==> src/rtl/text_buffer_writer.sv <==
// text_buffer_writer
//   Producer side of the character display. Accepts typed characters and control
//   codes, maintains a 32x4 character buffer (128 cells x 7 bits, address
//   {row, col}), and serves the glyph code under the current pixel of the text
//   window (x 192..447, y 208..271, 8x16 glyphs) to the renderer.
//
//   Optional feature macro: TEXT_BUF_SCROLL_EN. When defined, moving past row 3
//   scrolls the buffer up one row. Otherwise the cursor wraps to (0,0).
//
// Ports
//   clk, reset          system clock, synchronous active-high reset
//   din, din_valid      input byte and its valid strobe
//   din_ready           byte accepted this cycle when din_valid is also high
//   x, y                current pixel position from the sync generator
//   ascii_code          registered cell code under (x,y), BLANK outside window
//   cur_col, cur_row    cursor position
//   busy                clear or scroll sequence in progress
module text_buffer_writer #(
  parameter int unsigned WIN_X0 = 192,
  parameter int unsigned WIN_Y0 = 208,
  parameter logic [6:0]  BLANK  = 7'h20
) (
  input  logic       clk,
  input  logic       reset,
  input  logic [7:0] din,
  input  logic       din_valid,
  output logic       din_ready,
  input  logic [9:0] x,
  input  logic [9:0] y,
  output logic [6:0] ascii_code,
  output logic [4:0] cur_col,
  output logic [1:0] cur_row,
  output logic       busy
);

  typedef enum logic [1:0] {StClear, StIdle, StScroll} state_e;

  state_e     state_q, state_d;
  logic [7:0] idx_q, idx_d;     // clear index 0..127, scroll step 0..223
  logic [4:0] col_q, col_d;
  logic [1:0] row_q, row_d;

  logic [6:0] mem [128];
  logic       we;
  logic [6:0] waddr;
  logic [6:0] wdata;
  logic       adv_row;
  logic       is_print;

  // Display read address decode
  logic [9:0] dx, dy;
  logic       in_win;
  logic [6:0] raddr;

  assign dx     = x - 10'(WIN_X0);
  assign dy     = y - 10'(WIN_Y0);
  assign in_win = (x >= 10'(WIN_X0)) && (dx < 10'd256) &&
                  (y >= 10'(WIN_Y0)) && (dy < 10'd64);
  assign raddr  = {dy[5:4], dx[7:3]};

  assign is_print = (din >= 8'h20) && (din <= 8'h7E);
  assign cur_col  = col_q;
  assign cur_row  = row_q;

`ifdef TEXT_BUF_SCROLL_EN
  // Internal read port for the scroll copy: even steps read cell i+32, odd steps
  // write the captured value to cell i.
  logic [6:0] scroll_rd_q;

  always_ff @(posedge clk) begin
    scroll_rd_q <= mem[idx_q[7:1] + 7'd32];
  end
`endif

  always_comb begin
    state_d   = state_q;
    idx_d     = idx_q;
    col_d     = col_q;
    row_d     = row_q;
    we        = 1'b0;
    waddr     = {row_q, col_q};
    wdata     = BLANK;
    din_ready = 1'b0;
    busy      = 1'b0;
    adv_row   = 1'b0;

    unique case (state_q)
      StClear: begin
        busy  = 1'b1;
        we    = 1'b1;
        waddr = idx_q[6:0];
        if (idx_q == 8'd127) begin
          state_d = StIdle;
          idx_d   = 8'd0;
          col_d   = 5'd0;
          row_d   = 2'd0;
        end else begin
          idx_d = idx_q + 8'd1;
        end
      end

      StIdle: begin
        din_ready = 1'b1;
        if (din_valid) begin
          if (is_print) begin
            we    = 1'b1;
            wdata = din[6:0];
            if (col_q == 5'd31) begin
              col_d   = 5'd0;
              adv_row = 1'b1;
            end else begin
              col_d = col_q + 5'd1;
            end
          end else if (din == 8'h08) begin
            if (col_q != 5'd0) begin
              col_d = col_q - 5'd1;
              we    = 1'b1;
              waddr = {row_q, col_q - 5'd1};
            end else if (row_q != 2'd0) begin
              col_d = 5'd31;
              row_d = row_q - 2'd1;
              we    = 1'b1;
              waddr = {row_q - 2'd1, 5'd31};
            end
          end else if ((din == 8'h0A) || (din == 8'h0D)) begin
            col_d   = 5'd0;
            adv_row = 1'b1;
          end else if (din == 8'h0C) begin
            state_d = StClear;
            idx_d   = 8'd0;
          end

          if (adv_row) begin
`ifdef TEXT_BUF_SCROLL_EN
            if (row_q == 2'd3) begin
              state_d = StScroll;
              idx_d   = 8'd0;
            end else begin
              row_d = row_q + 2'd1;
            end
`else
            row_d = row_q + 2'd1;  // 3 wraps to 0, text overwritten in place
`endif
          end
        end
      end

`ifdef TEXT_BUF_SCROLL_EN
      StScroll: begin
        busy = 1'b1;
        if (idx_q < 8'd192) begin
          if (idx_q[0]) begin
            we    = 1'b1;
            waddr = idx_q[7:1];
            wdata = scroll_rd_q;
          end
        end else begin
          we    = 1'b1;
          waddr = 7'(idx_q - 8'd96);  // steps 192..223 blank cells 96..127
        end
        if (idx_q == 8'd223) begin
          state_d = StIdle;
          idx_d   = 8'd0;
          col_d   = 5'd0;
          row_d   = 2'd3;
        end else begin
          idx_d = idx_q + 8'd1;
        end
      end
`endif

      default: begin
        state_d = StClear;
        idx_d   = 8'd0;
      end
    endcase
  end

  always_ff @(posedge clk) begin
    if (reset) begin
      state_q    <= StClear;
      idx_q      <= 8'd0;
      col_q      <= 5'd0;
      row_q      <= 2'd0;
      ascii_code <= BLANK;
    end else begin
      state_q    <= state_d;
      idx_q      <= idx_d;
      col_q      <= col_d;
      row_q      <= row_d;
      ascii_code <= in_win ? mem[raddr] : BLANK;
    end
  end

  // Write port; a same-cycle display read of this cell sees the old value.
  always_ff @(posedge clk) begin
    if (we) begin
      mem[waddr] <= wdata;
    end
  end

endmodule

==> config.mk <==
export PLATFORM = sky130hd
export DESIGN_NAME = text_buffer_writer
export DESIGN_NICKNAME = d
export VERILOG_FILES = /design/src/rtl/text_buffer_writer.sv
export SDC_FILE = /design/constraint.sdc
export NUM_CORES = 1
export LEC_CHECK = 0
export CORE_UTILIZATION = 62
export CTS_CLUSTER_SIZE = 30
export DETAILED_ROUTE_END_ITERATION = 10
export GPL_ROUTABILITY_DRIVEN = 0
export PLACE_DENSITY = 0.87
export SYNTH_ARGS = -nofsm -noshare
export SYNTH_HDL_FRONTEND = slang
export SYNTH_SLANG_ARGS = --single-unit
export TNS_END_PERCENT = 1
==> constraint.sdc <==
create_clock -name clk -period 23.9 [get_ports clk]
set_input_delay 5.975 -clock clk [delete_from_list [all_inputs] [get_ports clk]]
set_output_delay 5.975 -clock clk [all_outputs]
set_load 0.01 [all_outputs]
==> results.md <==
* DRC Markers at 0
* Worst vdd ir at 61.2 µV
* Worst EP arrival at 10.34 ns
* CP Class: in -> reg
* Sink Count at 919
* Power Density at 80.5 nW/µm²
* Initial Util at 63.3%
* Gr usage total at 30.8%
* Grt ovf at 0
* Dpl cell area at 37900 µm²
* PortBufs at 39
* Cell area after synthesis at 36800 µm²
* Final Critical Period at 9.82 ns
* Critical Path RT at 24.41 ns
* Post-CTS Hold Buffers at 0
* # resized after CTS at 0
* Design Area, Final at 40800 µm²
* Die span in x at 246 µm
* Routed vias/inst at 7.26
* Maximum fanout along the worst path at 40
* Clk_skew at 0.0254 ns
* Num CTS Buffers at 85
* Rows at 88
* Routed WL at 91200 µm
* Post-synthesis sequential area ratio at 74.4%
* Synth async-reset ratio at 0%
* Met3 Use GR at 6.97%
* Core Footprint at 58100 µm²
* Layout area overhead at 10.8%
* #FFs+latches synth at 919
* Fillers at 3216
* HP Class: reg -> reg
* CTS clock-pin slew for the worst setup and hold paths at 0.06 ns
* CP startpoint kind: input pin
* Ys Warns at 0
* CTS tree: done
* Die Span Y at 246 µm
* Critical Path Sink Type: register
* Top FF cell, synth: edfxtp_1
* Initial drt markers at 3359
* Fmax achieved at 102 MHz
* Post-synth EDFFs at 896
* GR Layer Usage met2 at 50.7%
* Met1 usage at 39.4%
* Share of cells above drive strength 1 at 19.2%
* Routed vias at 20300
* Actual slew at the worst max-slew pin at 1.47 ns
* Clk_lat worst skew at 0.65 ns
* Syn_nets at 1950
* DP Wirelength at 51000 µm
* Syn_area_per_cell at 19.3 µm²
* Maxcap violations at 0
* Postcts setup bufs at 0
* Vias in the first global route at 20500
* Antenna violation net count after detailed routing at 0
* Multi-input gate area at 8900 µm²
* Initial antenna violation count at 4
* Yosys cell types at 75
* Nets at 2000
* Largest net degree at the start of global routing at 138
* Status: complete, no violations
* Final hold vios at 0
* Clk root buf: clkbuf_16
* Number of H-tree levels at 3
* First-pass GRT wire length at 133000 µm
* Die area at 60300 µm²
* DRT Pass-1 Iters at 6
* Max-slew headroom at 2.24%
* RSZ-0062 raised after global routing: false
* Final-report setup violation count at 0
* Sequential Area at 27400 µm²
* Final Max Slew Viols at 0
* I/O pin cnt at 47
* TNS Setup at 0 ns
* LEAKAGE at 14.4 nW
* CTS Buffer Depth at 3
* Final worst path period share at 41.1%
* Busiest grt layer: met2
* DR WL/cell at 32.7 µm
* Post-Synthesis Cells at 1910
-- critical path, stage by stage --
cell and delay (ns):
clkdlybuf4s50_1 0.46, buf_4 0.47, ha_1 0.27, buf_4 0.48, nor2b_1 0.79, a22o_1 0.27, a221oi_1 0.08, a2111oi_0 0.98
nor4bb_1 0.16, a21oi_1 0.37
-- cells by family (layout without fill, tap and decap cells) --
family / after synthesis / in the layout / synth area share [%]
AOI/OAI and AO/OA: 195 / 195 / 4.01
xor gates and xnor gates: 13 / 13 / 0.310
adders and majority gates: 9 / 9 / 0.306
buffers and inverters: 116 / 230 / 1.48
DFF: 919 / 919 / 74.4
muxes: 269 / 269 / 14.1
other: 0 / 1 / 0
and+or+nand+nor: 389 / 389 / 5.35
-- power breakdown --
part | switching (mW) | total [mW] | internal, mW
registers | 0.00190 | 1.75 | 1.74
clock network | 0.586 | 1.41 | 0.824
logic | 0.0804 | 0.122 | 0.0417
total | 0.669 | 3.28 | 2.61
-- cells in the final DEF (no fill, tap or decap), types with 5 or more instances in the layout --
master,instances
a211oi_1,6
a21oi_1,35
a22o_1,5
a22oi_1,67
a311oi_1,6
a31oi_1,12
and2_1,6
and2_4,5
and3_1,7
buf_4,29
bufinv_16,14
clkbuf_1,14
clkbuf_16,88
clkdlybuf4s50_1,36
clkinv_1,16
clkinv_2,12
dfxtp_1,23
edfxtp_1,896
ha_1,9
inv_1,11
mux2i_1,66
mux4_2,200
nand2_1,51
nand2b_1,7
nand3_1,35
nand3b_1,5
nand4_1,32
nor2_1,147
nor2b_1,17
nor3_1,33
nor4_1,9
o211ai_1,5
o21ai_0,10
o22ai_1,8
or3_1,7
xnor2_1,8
xor2_1,5
-- layout make-up --
cell class / count / area share, %
Sequential cell: 919 / 67.2
Multi-Input combinational cell: 875 / 21.8
Clock buffer: 102 / 5.53
Tap cell: 765 / 2.35
Timing Repair Buffer: 68 / 1.54
Clock inverter: 49 / 1.49
Inverter: 11 / 0.101
Antenna cell: 1 / 0.00614
-- registers in the layout, summed over array words and instances (netlist names) --
| signal | count |
|---|---|
| ascii_code | 7 |
| cur_col | 5 |
| cur_row | 2 |
| idx_q | 8 |
| mem | 896 |
| state_q | 1 |
-- synthesized netlist by cell type, drive strengths merged, types with 3 or more instances --
master,number,share of area (%)
edfxtp,896,73
mux4,200,12
nor2,147,1.5
a22oi,67,1.4
buf,66,0.97
mux2i,66,1.8
nand2,51,0.52
clkbuf,39,0.40
nor3,38,0.60
nand3,36,0.52
a21oi,35,0.48
nand4,32,0.54
dfxtp,23,1.3
nor2b,17,0.29
a31oi,15,0.35
and2,11,0.19
inv,11,0.11
nor4,10,0.19
o21ai,10,0.14
ha,9,0.31
o22ai,9,0.17
a311oi,8,0.22
nand2b,8,0.14
xnor2,8,0.19
and3,7,0.12
or3,7,0.12
a211oi,6,0.12
a2111oi,5,0.17
a22o,5,0.12
nand3b,5,0.10
nor4b,5,0.16
o211ai,5,0.10
xor2,5,0.12
nor3b,4,0.082
nor4bb,4,0.11
o32ai,4,0.095
a221oi,3,0.071
a31o,3,0.071
mux2,3,0.092
o31ai,3,0.061
-- layer usage --
layer	wire, µm	share of wire (%)
met3	11500	13
met2	44500	49
met5	40	0.044
met1	29900	33
met4	5120	5.6
-- worst paths after layout --
check / startpoint / endpoint / slack [ns] / cells past startpoint
worst max-delay path: x[6] / ascii_code[5] / 14.08 / 10
worst min-delay path: idx_q[7] / idx_q[7] / 0.56 / 2
worst max register to register: cur_col[0] / mem[100][1] / 19.58 / 8
worst min register to register: idx_q[7] / idx_q[7] / 0.56 / 2
-- metrics by stage --
step / util (%) / setup WS (ns) / hold slack, ns / std cells / power, mW
6_report: 70.1 / 14.08 / 0.564 / 2790 / 3.28
5_1_grt: 70.1 / 13.96 / 0.583 / 2789 / 3.34
4_1_cts: 70.1 / 14.29 / 0.559 / 2789 / 3.27
3_5_place_dp: 65.2 / 13.74 / 0.545 / 2638 / 1.90
3_3_place_gp: 65.2 / 13.84 / 0.524 / 2638 / 1.89
2_1_floorplan: - / 4.90 / 0.500 / 1910 / 1.86
No activity file was read; power rests on OpenSTA's default activity.
